$ cat src/rtl/dsp_pkg.sv
// dsp_pkg: widths and state encoding shared by the dot-product datapath
// (multiplier array and mac_accum).
//   DATA_WID : multiplier operand width
//   SIZE     : products summed per dot product
//   ACC_WID  : accumulator width, wide enough that SIZE full-scale products never wrap
//   state_e  : mac_accum FSM encoding
package dsp_pkg;

  localparam int DATA_WID = 16;
  localparam int SIZE     = 8;
  localparam int ACC_WID  = 2*DATA_WID + $clog2(SIZE);

  typedef enum logic [1:0] {
    ST_IDLE = 2'd0,
    ST_ACC  = 2'd1,
    ST_HOLD = 2'd2
  } state_e;

endpackage

$ cat src/rtl/mac_accum.sv
// mac_accum: sums SIZE signed products into one dot product and hands it
// downstream over a valid/ready pair.
//
// state | meaning
// ------+----------------------------------------------------------
// IDLE  | no partial sum; next accepted product starts a vector
// ACC   | partial sum in acc, cnt products taken so far
// HOLD  | out_data holds a finished dot product until out_ready
//
// Ports
//   clock, rst_n     : clock, async active-low reset
//   flush            : synchronous abort of the current vector
//   in_valid/in_ready/in_data    : product input (2*DATA_WID signed)
//   out_valid/out_ready/out_data : dot product output (ACC_WID signed)
//   busy             : partial sum in progress (state ACC)
module mac_accum
  import dsp_pkg::*;
#(
  parameter  int DATA_WID = dsp_pkg::DATA_WID,
  parameter  int SIZE     = dsp_pkg::SIZE,
  localparam int ACC_WID  = 2*DATA_WID + $clog2(SIZE)
) (
  input  logic                  clock,
  input  logic                  rst_n,
  input  logic                  flush,
  input  logic                  in_valid,
  output logic                  in_ready,
  input  logic [2*DATA_WID-1:0] in_data,
  output logic                  out_valid,
  input  logic                  out_ready,
  output logic [ACC_WID-1:0]    out_data,
  output logic                  busy
);

  localparam int CNT_WID = $clog2(SIZE) + 1;
  localparam logic [CNT_WID-1:0] CNT_LAST = CNT_WID'(SIZE - 1);

  state_e                     state;
  logic signed [ACC_WID-1:0]  acc;
  logic        [CNT_WID-1:0]  cnt;
  logic signed [ACC_WID-1:0]  prod_ext;
  logic                       xfer;

  assign prod_ext = ACC_WID'($signed(in_data));

  // In HOLD a new product may only enter while the result leaves, so the
  // pending output is never overwritten.
  always_comb begin
    in_ready = 1'b1;
    if (flush)
      in_ready = 1'b0;
    else if (state == ST_HOLD)
      in_ready = out_ready;
  end

  assign xfer = in_valid && in_ready;
  assign busy = (state == ST_ACC);

  always_ff @(posedge clock or negedge rst_n) begin
    if (!rst_n) begin
      state     <= ST_IDLE;
      acc       <= '0;
      cnt       <= '0;
      out_data  <= '0;
      out_valid <= 1'b0;
    end else if (flush) begin
      state     <= ST_IDLE;
      acc       <= '0;
      cnt       <= '0;
      out_valid <= 1'b0;
    end else begin
      case (state)
        ST_IDLE: begin
          if (xfer) begin
            if (SIZE == 1) begin
              out_data  <= prod_ext;
              out_valid <= 1'b1;
              cnt       <= '0;
              state     <= ST_HOLD;
            end else begin
              acc   <= prod_ext;
              cnt   <= CNT_WID'(1);
              state <= ST_ACC;
            end
          end
        end

        ST_ACC: begin
          if (xfer) begin
            if (cnt == CNT_LAST) begin
              out_data  <= acc + prod_ext;
              out_valid <= 1'b1;
              cnt       <= '0;
              state     <= ST_HOLD;
            end else begin
              acc <= acc + prod_ext;
              cnt <= cnt + 1'b1;
            end
          end
        end

        ST_HOLD: begin
          if (out_ready) begin
            out_valid <= 1'b0;
            state     <= ST_IDLE;
            // xfer implies out_ready here: start the next vector with no bubble.
            if (xfer) begin
              if (SIZE == 1) begin
                out_data  <= prod_ext;
                out_valid <= 1'b1;
                cnt       <= '0;
                state     <= ST_HOLD;
              end else begin
                acc   <= prod_ext;
                cnt   <= CNT_WID'(1);
                state <= ST_ACC;
              end
            end
          end
        end

        default: begin
          state     <= ST_IDLE;
          acc       <= '0;
          cnt       <= '0;
          out_valid <= 1'b0;
        end
      endcase
    end
  end

endmodule

$ cat config.mk
export PLATFORM = sky130hd
export DESIGN_NAME = mac_accum
export DESIGN_NICKNAME = d
export VERILOG_FILES = /design/src/rtl/dsp_pkg.sv /design/src/rtl/mac_accum.sv
export SDC_FILE = /design/constraint.sdc
export NUM_CORES = 1
export LEC_CHECK = 0
export CAP_MARGIN = 20
export CORE_MARGIN = 3
export CORE_UTILIZATION = 59
export CTS_BUF_LIST = sky130_fd_sc_hd__clkbuf_16
export DETAILED_ROUTE_END_ITERATION = 12
export GPL_TIMING_DRIVEN = 1
export MAX_ROUTING_LAYER = met4
export PLACE_DENSITY = 0.93
export SETUP_SLACK_MARGIN = 0.05
export SKIP_CTS_REPAIR_TIMING = 1
export SLEW_MARGIN = 20
export SYNTH_ARGS = -nofsm -noshare
export SYNTH_HDL_FRONTEND = slang
export SYNTH_SLANG_ARGS = --single-unit
$ cat constraint.sdc
create_clock -name clock -period 5.65 [get_ports clock]
set_input_delay 0.565 -clock clock [delete_from_list [all_inputs] [get_ports clock]]
set_output_delay 0.565 -clock clock [all_outputs]
set_load 0.02 [all_outputs]
### Word-level counts from Yosys, hierarchy flattened

Index checks and enable logic that the tools add are counted.

* flip-flop bits (word level): 77
* input bits: 37
* output and inout port bits: 38
* logic and storage cells: 50

* add/subtract/negate cells: 2
* equal/unequal tests: 9
* muxes and demuxes: 26
* bitwise operators: 1
* reductions and logical operators: 7

Operators with widths (count)
* $mux 35: 5
* $pmux 35 s3: 1
* $add 35x32->35: 1
* $mux 4: 5
* $pmux 4 s3: 1
* $reduce_and 4->1: 3
* $mux 2: 5
* $ne 3x3->1 const B: 3
* $mux 1: 7
* $ne 3x2->1 const B: 2
* $pmux 2 s3: 1
* $add 4x1->4 const B: 1
* $eq 4x3->1 const B: 1
* $pmux 1 s3: 1
* $reduce_and 3->1: 1
* $eq 2x1->1 const B: 1
* $eq 2x2->1 const B: 1
* $logic_not 2->1: 1
* $ne 2x2->1 const B: 1
* $reduce_and 2->1: 1
* $logic_and 1x1->1: 1
* $not 1->1: 1

### Longest topological paths before layout

Gate-level depths: netlist of the first run.

* depth after elaboration: 8
* gate-level depth with buffers: 11
* mapped depth without buffers: 11

### Worst setup path after synthesis of the first run

OpenSTA, ideal clock, no wires.

* path type: input to register
* start point: in in_data[0]
* end point: reg acc[30]
* setup time: 0.130 ns
* arrival: 2.705 ns
* data required time: 5.520 ns
* setup slack: 2.815 ns
* cell stages on the path: 11
* buffers on the path: 0
* path through: ha_1 -> fa_1 -> a21o_1 -> a221oi_2 -> o31ai_2 -> o21ai_0 -> a21oi_1 -> nor3b_1 -> o21ai_1 -> xnor2_1 -> o21ai_0

* word-level cells in the longest chain between the ends: 5

RTL lines
* start, declared: line mac_accum.sv:28 `input logic [2*DATA_WID-1:0] in_data,`
* $add 35x32->35: line mac_accum.sv:96 `acc <= acc + prod_ext;`
* $mux 35: line mac_accum.sv:90 `if (cnt == CNT_LAST) begin`
* $mux 35: line mac_accum.sv:89 `if (xfer) begin`
* $pmux 35 s3: line mac_accum.sv:72 `case (state)`
* $mux 35: line mac_accum.sv:66 `end else if (flush) begin`
* end signal, assigned: line mac_accum.sv:81 `acc <= prod_ext;`
* end signal, assigned: line mac_accum.sv:96
* end signal, assigned: line mac_accum.sv:114 `acc <= prod_ext;`
* end, declared: line mac_accum.sv:39 `logic signed [ACC_WID-1:0] acc;`

No other way between the ends. The select of a mux whose other input is x is not followed.
A chain may end at the register's enable or synchronous reset.

### Final worst setup path of the first run

* start point: in in_data[0]
* end point: reg acc[22]

The elaborated chain is that of the path after synthesis.

==> flow_summary.yaml, run 1 <==
outcome:
  status: "finished, final reports clean"
yosys:
  ys_ff_latch: 77
  synth_edf_count: 0
  synthDistinctLibCells: 52
  ys_warn_count: 0
  syn-cell-area_sq_um: 4960
  async_flop_share_pct: 100
  ys_seq_area_share_pct: 38.8
  ys.flop_type: "dfrtp_1"
  syn_inst: 556
  synth_nets: 629
  avgSynthCellArea_sq_um: 8.93
layout:
  layout.cells.non_filler: 722
  multi_input_area_sq_um: 2880
  final_area_sq_um: 6010
  layout_common_cells: "77 x dfrtp_1, 73 x nand2_1, 73 x clkdlybuf4s50_1, 69 x o21ai_0, 46 x a21oi_1"
  syn_to_final_growth_pct: 21.1
  n_antenna_cell: 0
  final_nets: 689
  seq_area_sq_um: 1930
  nFillCells: 531
  final_common_cell: "dfrtp_1"
  layout-drive-gt1-share_pct: 6.29
  final_core_util_pct: 75.9
global_route:
  grt_pass1_wl_mm: 22.3
  grt_max_degree: 78
  antenna_found_initial: 0
  grt_pass1_vias: 4745
  grt_overflow_total: 0
  grt_util_all_layers_pct: 29.3
worst_setup_path:
  critPathMaxFanout: 4
  startpoint: "in_data[0]"
  arrival_ns: 3.69
  cp_slowest_cell: "clkdlybuf4s50_1"
  crit_type: "in -> reg"
  reg2reg_to: "acc[22]"
  r2r_setup_slack_ns: 2.43
  end_kind: "flop"
  path_common_cell: "o21ai_0"
  r2r-start: "acc[0]"
  crit_required_ns: 5.82
  reg2reg_depth: 11
  start_kind: "input pin"
  crit_chain: "clkdlybuf4s50_1, ha_1, fa_1, a21o_1, a221oi_2, o31ai_2, o21ai_0, and2_1, o31ai_4, a21oi_1, xor2_1, o21ai_0"
  cp_slowest_stage_delay_ns: 0.44
  worstSetupEndpoint: "acc[22]"
place:
  dpl_worst_slack_ns: 2.00
  hpwlAfterDp_mm: 9.55
  portBuffers: 74
  place_congestion: 0.964
  placed_cell_area_sq_um: 5730
  dp_cells: 707
routing:
  wl_per_cell_um: 18.8
  ant_nets: 0
  drc: 0
  drt_iter0_drc: 421
  drt-total-wl_mm: 13.5
  vias: 4668
  vias_per_cell: 6.47
  drt_pass1_iterations: 5
clock_network:
  cts_buffers: 9
  clkLatencyLatePin_ns: 0.34
  cts_sinks: 77
  ctsHtreeMaxLevel: 3
  cts_tree: "yes"
  cts_max_path_buffers: 2
  clk_pin_slew_ns: 0.06
  root_buffer: "clkbuf_16"
floorplanning:
  core_sq_um: 7930
  rows: 32
  die_w_um: 97.7
  dieArea_sq_um: 9550
  initial_core_util_pct: 62.6
  die_h_um: 97.7
  io_pins: 75
sta:
  setup_tns_ns: 0
  skew_ns: 0.00448
  hold_slack_ns: 0.394
  setup_viol: 0
  slew_headroom_pct: 35.8
  rsz0062_at_grt: "false"
  min_period_ns: 3.52
  finalHoldViolations: 0
  fin_ws_ns: 2.13
  fin_crit_sh_pct: 62.3
  max_freq_ghz: 0.284
  worst_pin_slew_ns: 0.963
  slew_viol_final: 0
power_and_ir_drop:
  p_leak_nw: 2.74
  power_density_nw_per_um2: 282
  finalPower_mw: 1.70
  vdd_drop_max_mv: 0.158
hold_path:
  worst_hold_path_type: "in -> async"
job:
  cap_violations: 0
==> layer usage <==
layer	part of all wire (%)	vias to the layer above	track usage [%]
met5	0	-	-
li1	-	2152	-
met3	7.6	38	4.95
met1	41	2222	37.1
met2	49	256	47.0
met4	2.4	0	11.4
==> worst min-delay path by stage <==
stage | from | endpoint
finish | rst_n | acc[8]
global route | rst_n | acc[8]
CTS | rst_n | acc[7]
detailed placement | out_data[32] | out_data[32]
global placement | out_data[32] | out_data[32]
floorplan | rst_n | acc[0]
==> kinds of logic after synthesis <==
kind of cell    Yosys count  share of synthesized area [%]
compound gates          204                           26.2
fa+ha+maj                36                           9.23
xor+xnor                 32                           5.65
buf+inv                  40                           3.25
simple gates            154                           13.9
mux                      13                           2.95
flops                    77                           38.8
==> sequential cells by signal, indices dropped and copies added, names as in the netlist <==
signal,count
acc,35
out_valid,1
out_data,35
state,2
cnt,4
==> cell usage after synthesis (2+ instances only) <==
cell type | n | area share (%)
dfrtp_1 | 77 | 39
nand2_1 | 73 | 5.5
o21ai_0 | 69 | 7.0
a21oi_1 | 46 | 4.6
ha_1 | 35 | 8.8
nor2_1 | 31 | 2.3
a22oi_1 | 21 | 3.2
xnor2_1 | 21 | 3.7
clkbuf_1 | 20 | 1.5
a21o_1 | 18 | 2.7
mux2_2 | 13 | 2.9
inv_1 | 11 | 0.83
xor2_1 | 11 | 1.9
nor3_1 | 9 | 0.91
nand3_1 | 8 | 0.81
nand4_1 | 8 | 1.0
a221oi_1 | 7 | 1.2
and3_1 | 7 | 0.88
buf_2 | 6 | 0.61
nand2b_1 | 5 | 0.63
a211oi_1 | 4 | 0.61
a221o_1 | 4 | 0.81
a31oi_1 | 4 | 0.50
and2_1 | 4 | 0.50
o21a_1 | 4 | 0.61
o21bai_1 | 4 | 0.61
o31ai_1 | 4 | 0.61
o211ai_1 | 3 | 0.45
a21boi_0 | 2 | 0.30
a21o_2 | 2 | 0.35
clkinv_1 | 2 | 0.15
o21ai_1 | 2 | 0.20
or3_1 | 2 | 0.25
==> area by class of cell <==
cell class / count / share of cell area [%]
Clock buffer: 9 / 3.75
Multi-Input combinational cell: 439 / 47.8
Timing Repair Buffer: 76 / 12.5
Sequential cell: 77 / 32.0
Tap cell: 102 / 2.12
Inverter: 13 / 0.811
Clock inverter: 6 / 0.936
==> power breakdown <==
part / total (mW) / leakage [nW] / switching [mW] / internal, mW
logic: 0.527 / 1.56 / 0.323 / 0.204
registers: 0.610 / 1.04 / 0.0238 / 0.586
clock network: 0.560 / 0.134 / 0.226 / 0.335
==> critical path, delay by kind of cell <==
family                     cells  cell delay (ns)
AOI/OAI and AO/OA              7             1.52
adders and majority gates      2             0.67
buffers and inverters          1             0.44
and+or+nand+nor                1             0.26
xor gates and xnor gates       1             0.23
Power figures use the tool's default switching activity.
==> inputs of run 2 (changes only) <==
- CORE_UTILIZATION: 59 -> 55
- PLACE_DENSITY: 0.93 -> 0.88
- clock period: 5.65 -> 3.3 ns (I/O delays scaled with it)
==> flow_summary.yaml, run 2 (synthesis results as in run 1) <==
global_route:
  use_met1_pct: 38.9
  grt_pass1_wl_mm: 22.7
  grtUsageMet3_pct: 4.91
  grt_pass1_vias: 4667
  grt_max_degree: 78
  grt_overflow_total: 0
  top_usage_layer: "met2"
  antenna_found_initial: 0
  grtUsageMet2_pct: 42.8
  grt_util_all_layers_pct: 28.2
layout:
  layout_common_cells: "77 x dfrtp_1, 73 x clkdlybuf4s50_1, 72 x nand2_1, 69 x o21ai_0, 46 x a21oi_1"
  top_regs: "acc x35, out_data x35, cnt x4"
  multi_input_area_sq_um: 2880
  final_common_cell: "dfrtp_1"
  seq_area_sq_um: 1930
  nFillCells: 690
  final_nets: 707
  n_antenna_cell: 0
  layout-drive-gt1-share_pct: 9.39
  syn_to_final_growth_pct: 24.0
power_and_ir_drop:
  p_int_mw: 1.89
  vdd_drop_max_mv: 0.307
  switching_share_pct: 34.3
  seqPwrFrac_pct: 36.3
  p_sw_uw: 985
  power_frac_comb_pct: 32.4
  pwr-share-clk_pct: 31.3
  p_leak_nw: 2.82
  power_density_nw_per_um2: 466
place:
  hpwlAfterDp_mm: 9.79
  portBuffers: 74
  dpl_worst_slack_ns: -0.0237
  place_congestion: 0.928
floorplanning:
  dieArea_sq_um: 10200
  die_h_um: 101
  initial_core_util_pct: 56.6
  core_sq_um: 8760
  io_pins: 75
  rows: 34
  die_w_um: 101
worst_setup_path:
  crit_type: "in -> reg"
  end_kind: "flop"
  critPathMaxFanout: 2
  startpoint: "in_data[0]"
  arrival_ns: 3.30
  start_kind: "input pin"
  r2r-start: "acc[0]"
  crit_required_ns: 3.50
sta:
  slew_headroom_pct: 34.4
  max_freq_ghz: 0.323
  worst_pin_slew_ns: 0.984
  fin_ws_ns: 0.204
  skew_ns: 0.00788
  finalHoldViolations: 0
  fin_crit_sh_pct: 93.8
  slew_viol_final: 0
  setup_viol: 0
  rsz0062_at_grt: "false"
  min_period_ns: 3.10
  hold_slack_ns: 0.132
clock_network:
  clkLatencyLatePin_ns: 0.33
  cts_sinks: 77
  root_buffer: "clkbuf_16"
  ctsHtreeMaxLevel: 3
  cts_max_path_buffers: 2
  cts_tree: "yes"
  cts_buffers: 9
  clk_pin_slew_ns: 0.06
hold_path:
  worst_hold_path_type: "in -> async"
routing:
  drt_iter0_drc: 327
  vias: 4612
  drt-total-wl_mm: 13.5
  drt_pass1_iterations: 5
  ant_nets: 0
  drc: 0
  vias_per_cell: 6.17
  wl_per_cell_um: 18.0
job:
  cap_violations: 0
outcome:
  status: "finished, final reports clean"
run 2: cell types whose count changed in the layout (fill, tap and decap cells not counted), sizes merged:
| cell | previous run | this run |
|---|---|---|
| buf | 3 | 21 |
| bufinv | 1 | 0 |
| clkinv | 4 | 6 |
run 2: critical path, cell delays in order:
cell	delay [ns]
clkdlybuf4s50_1	0.43
ha_1	0.25
fa_1	0.41
a21o_1	0.20
a221oi_2	0.32
o31ai_2	0.12
o21ai_0	0.25
a21oi_1	0.15
nor3b_1	0.35
o21ai_1	0.12
xnor2_1	0.22
o21ai_0	0.14
run 2: metrics by stage:
step	TNS (ns)	total power [mW]	std cells	area, sq um	utilization (%)
after floorplan	0	1.67	556	4960	-
after global placement	0	1.94	731	5890	67.2
after detailed placement	-0.0489	1.96	731	5890	67.2
after CTS	0	2.87	747	6160	70.2
after global routing	0	3.03	747	6160	70.2
final	0	2.87	747	6160	70.2
run 2: worst paths after layout:
path	end	slack, ns	cells after the start
hold reg to reg	out_data[16]	0.49	2
setup reg to reg	acc[30]	0.26	11
min in group clock	out_data[16]	0.49	2
hold / removal	out_data[1]	0.13	1
setup / recovery	acc[30]	0.20	12
max in group asynchronous	out_data[16]	2.49	1
run 2: metal layers:
layer  share of wire, %  vias up  wire length [um]
met4                1.3        0               174
met2                 48      199              6400
met3                6.9       19               933
met5                  0        -                 0
met1                 44     2204              5960
li1                   -     2190                 -
run 2: power by group through the flow:
stage               Combinational, mW  Sequential, mW  Clock [mW]
finish                          0.930            1.04       0.899
global route                     1.02            1.05       0.955
CTS                             0.916            1.04       0.912
detailed placement              0.903            1.06           0
global placement                0.886            1.05           0
floorplan                       0.629            1.05           0
run 2: area by class of cell:
type,instances,share of cell area [%]
multi-input cells,439,46.7
repair buffers,94,14.6
well taps,108,2.20
clock buffers,9,3.66
flip-flops and latches,77,31.3
inverters,13,0.793
clock inverters,7,0.671
==> inputs of run 3 (changes only) <==
- CORE_MARGIN: 3 -> 8
==> flow_summary.yaml, run 3 (synthesis results as in run 1) <==
routing:
  drc: 0
  drt-total-wl_mm: 13.8
  drt_pass1_iterations: 5
  vias_per_cell: 6.07
  ant_nets: 0
  drt_iter0_drc: 250
  wl_per_cell_um: 18.4
  vias: 4565
power_and_ir_drop:
  p_sw_mw: 1.00
  p_leak_nw: 2.86
  pwr-share-clk_pct: 33.4
  seqPwrFrac_pct: 35.0
  power_density_nw_per_um2: 479
  vdd_drop_max_mv: 0.257
  p_int_mw: 1.97
  switching_share_pct: 33.7
  finalPower_mw: 2.97
  power_frac_comb_pct: 31.6
sta:
  skew_ns: 0.00896
  slew_viol_final: 0
  finalHoldViolations: 0
  fin_ws_ns: 0.314
  hold_slack_ns: 0.151
  setup_tns_ns: 0
  worst_pin_slew_ns: 0.963
  slew_headroom_pct: 35.8
  max_freq_ghz: 0.335
  min_period_ns: 2.99
  rsz0062_at_grt: "false"
  fin_crit_sh_pct: 90.5
  setup_viol: 0
clock_network:
  cts_buffers: 9
  root_buffer: "clkbuf_16"
  clk_pin_slew_ns: 0.06
  ctsHtreeMaxLevel: 3
  cts_tree: "yes"
  cts_sinks: 77
  clkLatencyLatePin_ns: 0.34
  cts_max_path_buffers: 2
layout:
  final_common_cell: "dfrtp_1"
  layout_common_cells: "77 x dfrtp_1, 73 x clkdlybuf4s50_1, 72 x nand2_1, 69 x o21ai_0, 46 x a21oi_1"
  final_nets: 712
  final_core_util_pct: 71.2
  layout-drive-gt1-share_pct: 10.2
  syn_to_final_growth_pct: 25.2
  top_regs: "acc x35, out_data x35, cnt x4"
  n_antenna_cell: 0
floorplanning:
  io_pins: 75
  dieArea_sq_um: 12300
  rows: 34
  die_h_um: 111
  initial_core_util_pct: 56.9
  core_sq_um: 8720
  die_w_um: 111
place:
  hpwlAfterDp_mm: 10.2
  place_congestion: 0.922
  dpl_worst_slack_ns: -0.0578
  portBuffers: 74
worst_setup_path:
  crit_type: "in -> reg"
  crit_buf_inv: 1
  critPathMaxFanout: 3
  arrival_ns: 3.20
  start_kind: "input pin"
  crit_cells: 12
  path_delay_family: "compound AO/OA/AOI/OAI gates"
  crit_chain: "clkdlybuf4s50_1, ha_1, fa_1, a21o_1, a221oi_2, o31ai_2, o21ai_0, and2_1, o31ai_4, a21oi_1, xor2_1, o21ai_0"
  reg2reg_depth: 11
  cp_slowest_stage_delay_ns: 0.44
  crit_required_ns: 3.51
  path_common_cell: "o21ai_0"
  end_kind: "flop"
  cp_slowest_cell: "clkdlybuf4s50_1"
global_route:
  grt_overflow_total: 0
  grt_pass1_wl_mm: 23.5
  grt_util_all_layers_pct: 23.4
  antenna_found_initial: 0
  grt_pass1_vias: 4744
  grt_max_degree: 78
outcome:
  status: "finished, final reports clean"
job:
  cap_violations: 0
hold_path:
  worst_hold_path_type: "in -> async"
==> run 3: changes by cell type in the layout (fill, tap and decap cells not counted) <==
cell / previous run / this run
nor3b_2: 0 / 1
clkinv_4: 0 / 2
inv_1: 11 / 12
inv_6: 1 / 0
nor3b_1: 1 / 0
bufinv_16: 0 / 1
clkinvlp_4: 2 / 1
buf_12: 1 / 0
clkinv_1: 4 / 3
buf_4: 20 / 26
clkinv_2: 2 / 1
==> run 3: area by class of cell <==
cell class              count  area [sq um]
inverters                  13          48.8
clock buffers               9           225
repair buffers             99           926
well taps                 108           135
fillers                   670          2510
multi-input cells         439          2880
clock inverters             7          67.6
flip-flops and latches     77          1930
==> run 3: routing by layer <==
metal  track usage [%]  wire length, um  up-vias
met5                 -                0        -
met3              2.65              625       26
met2              36.7             6430      147
met4              8.74              271        0
met1              30.4             6490     2196
li1                  -                -     2196
==> run 3: final timing paths <==
path,startpoint,to,slack (ns)
worst max-delay path,in_data[0],acc[22],0.31
worst min-delay path,rst_n,out_data[11],0.15
worst max register to register,acc[0],acc[22],0.37
worst min register to register,out_data[5],out_data[5],0.48
max in group asynchronous,rst_n,cnt[0],2.53
min in group clock,out_data[5],out_data[5],0.48
==> run 3: per-stage QoR <==
step / instance area (sq um) / cells
2_1_floorplan: 4960 / 556
3_3_place_gp: 5910 / 736
3_5_place_dp: 5910 / 736
4_1_cts: 6210 / 752
5_1_grt: 6210 / 752
6_report: 6210 / 752
==> run 3: power groups by stage <==
stage / Combinational (mW) / Sequential [mW] / Clock [mW]
floorplan: 0.629 / 1.05 / 0
global placement: 0.901 / 1.05 / 0
detailed placement: 0.916 / 1.06 / 0
CTS: 0.928 / 1.04 / 0.999
global route: 1.04 / 1.05 / 1.04
finish: 0.939 / 1.04 / 0.993
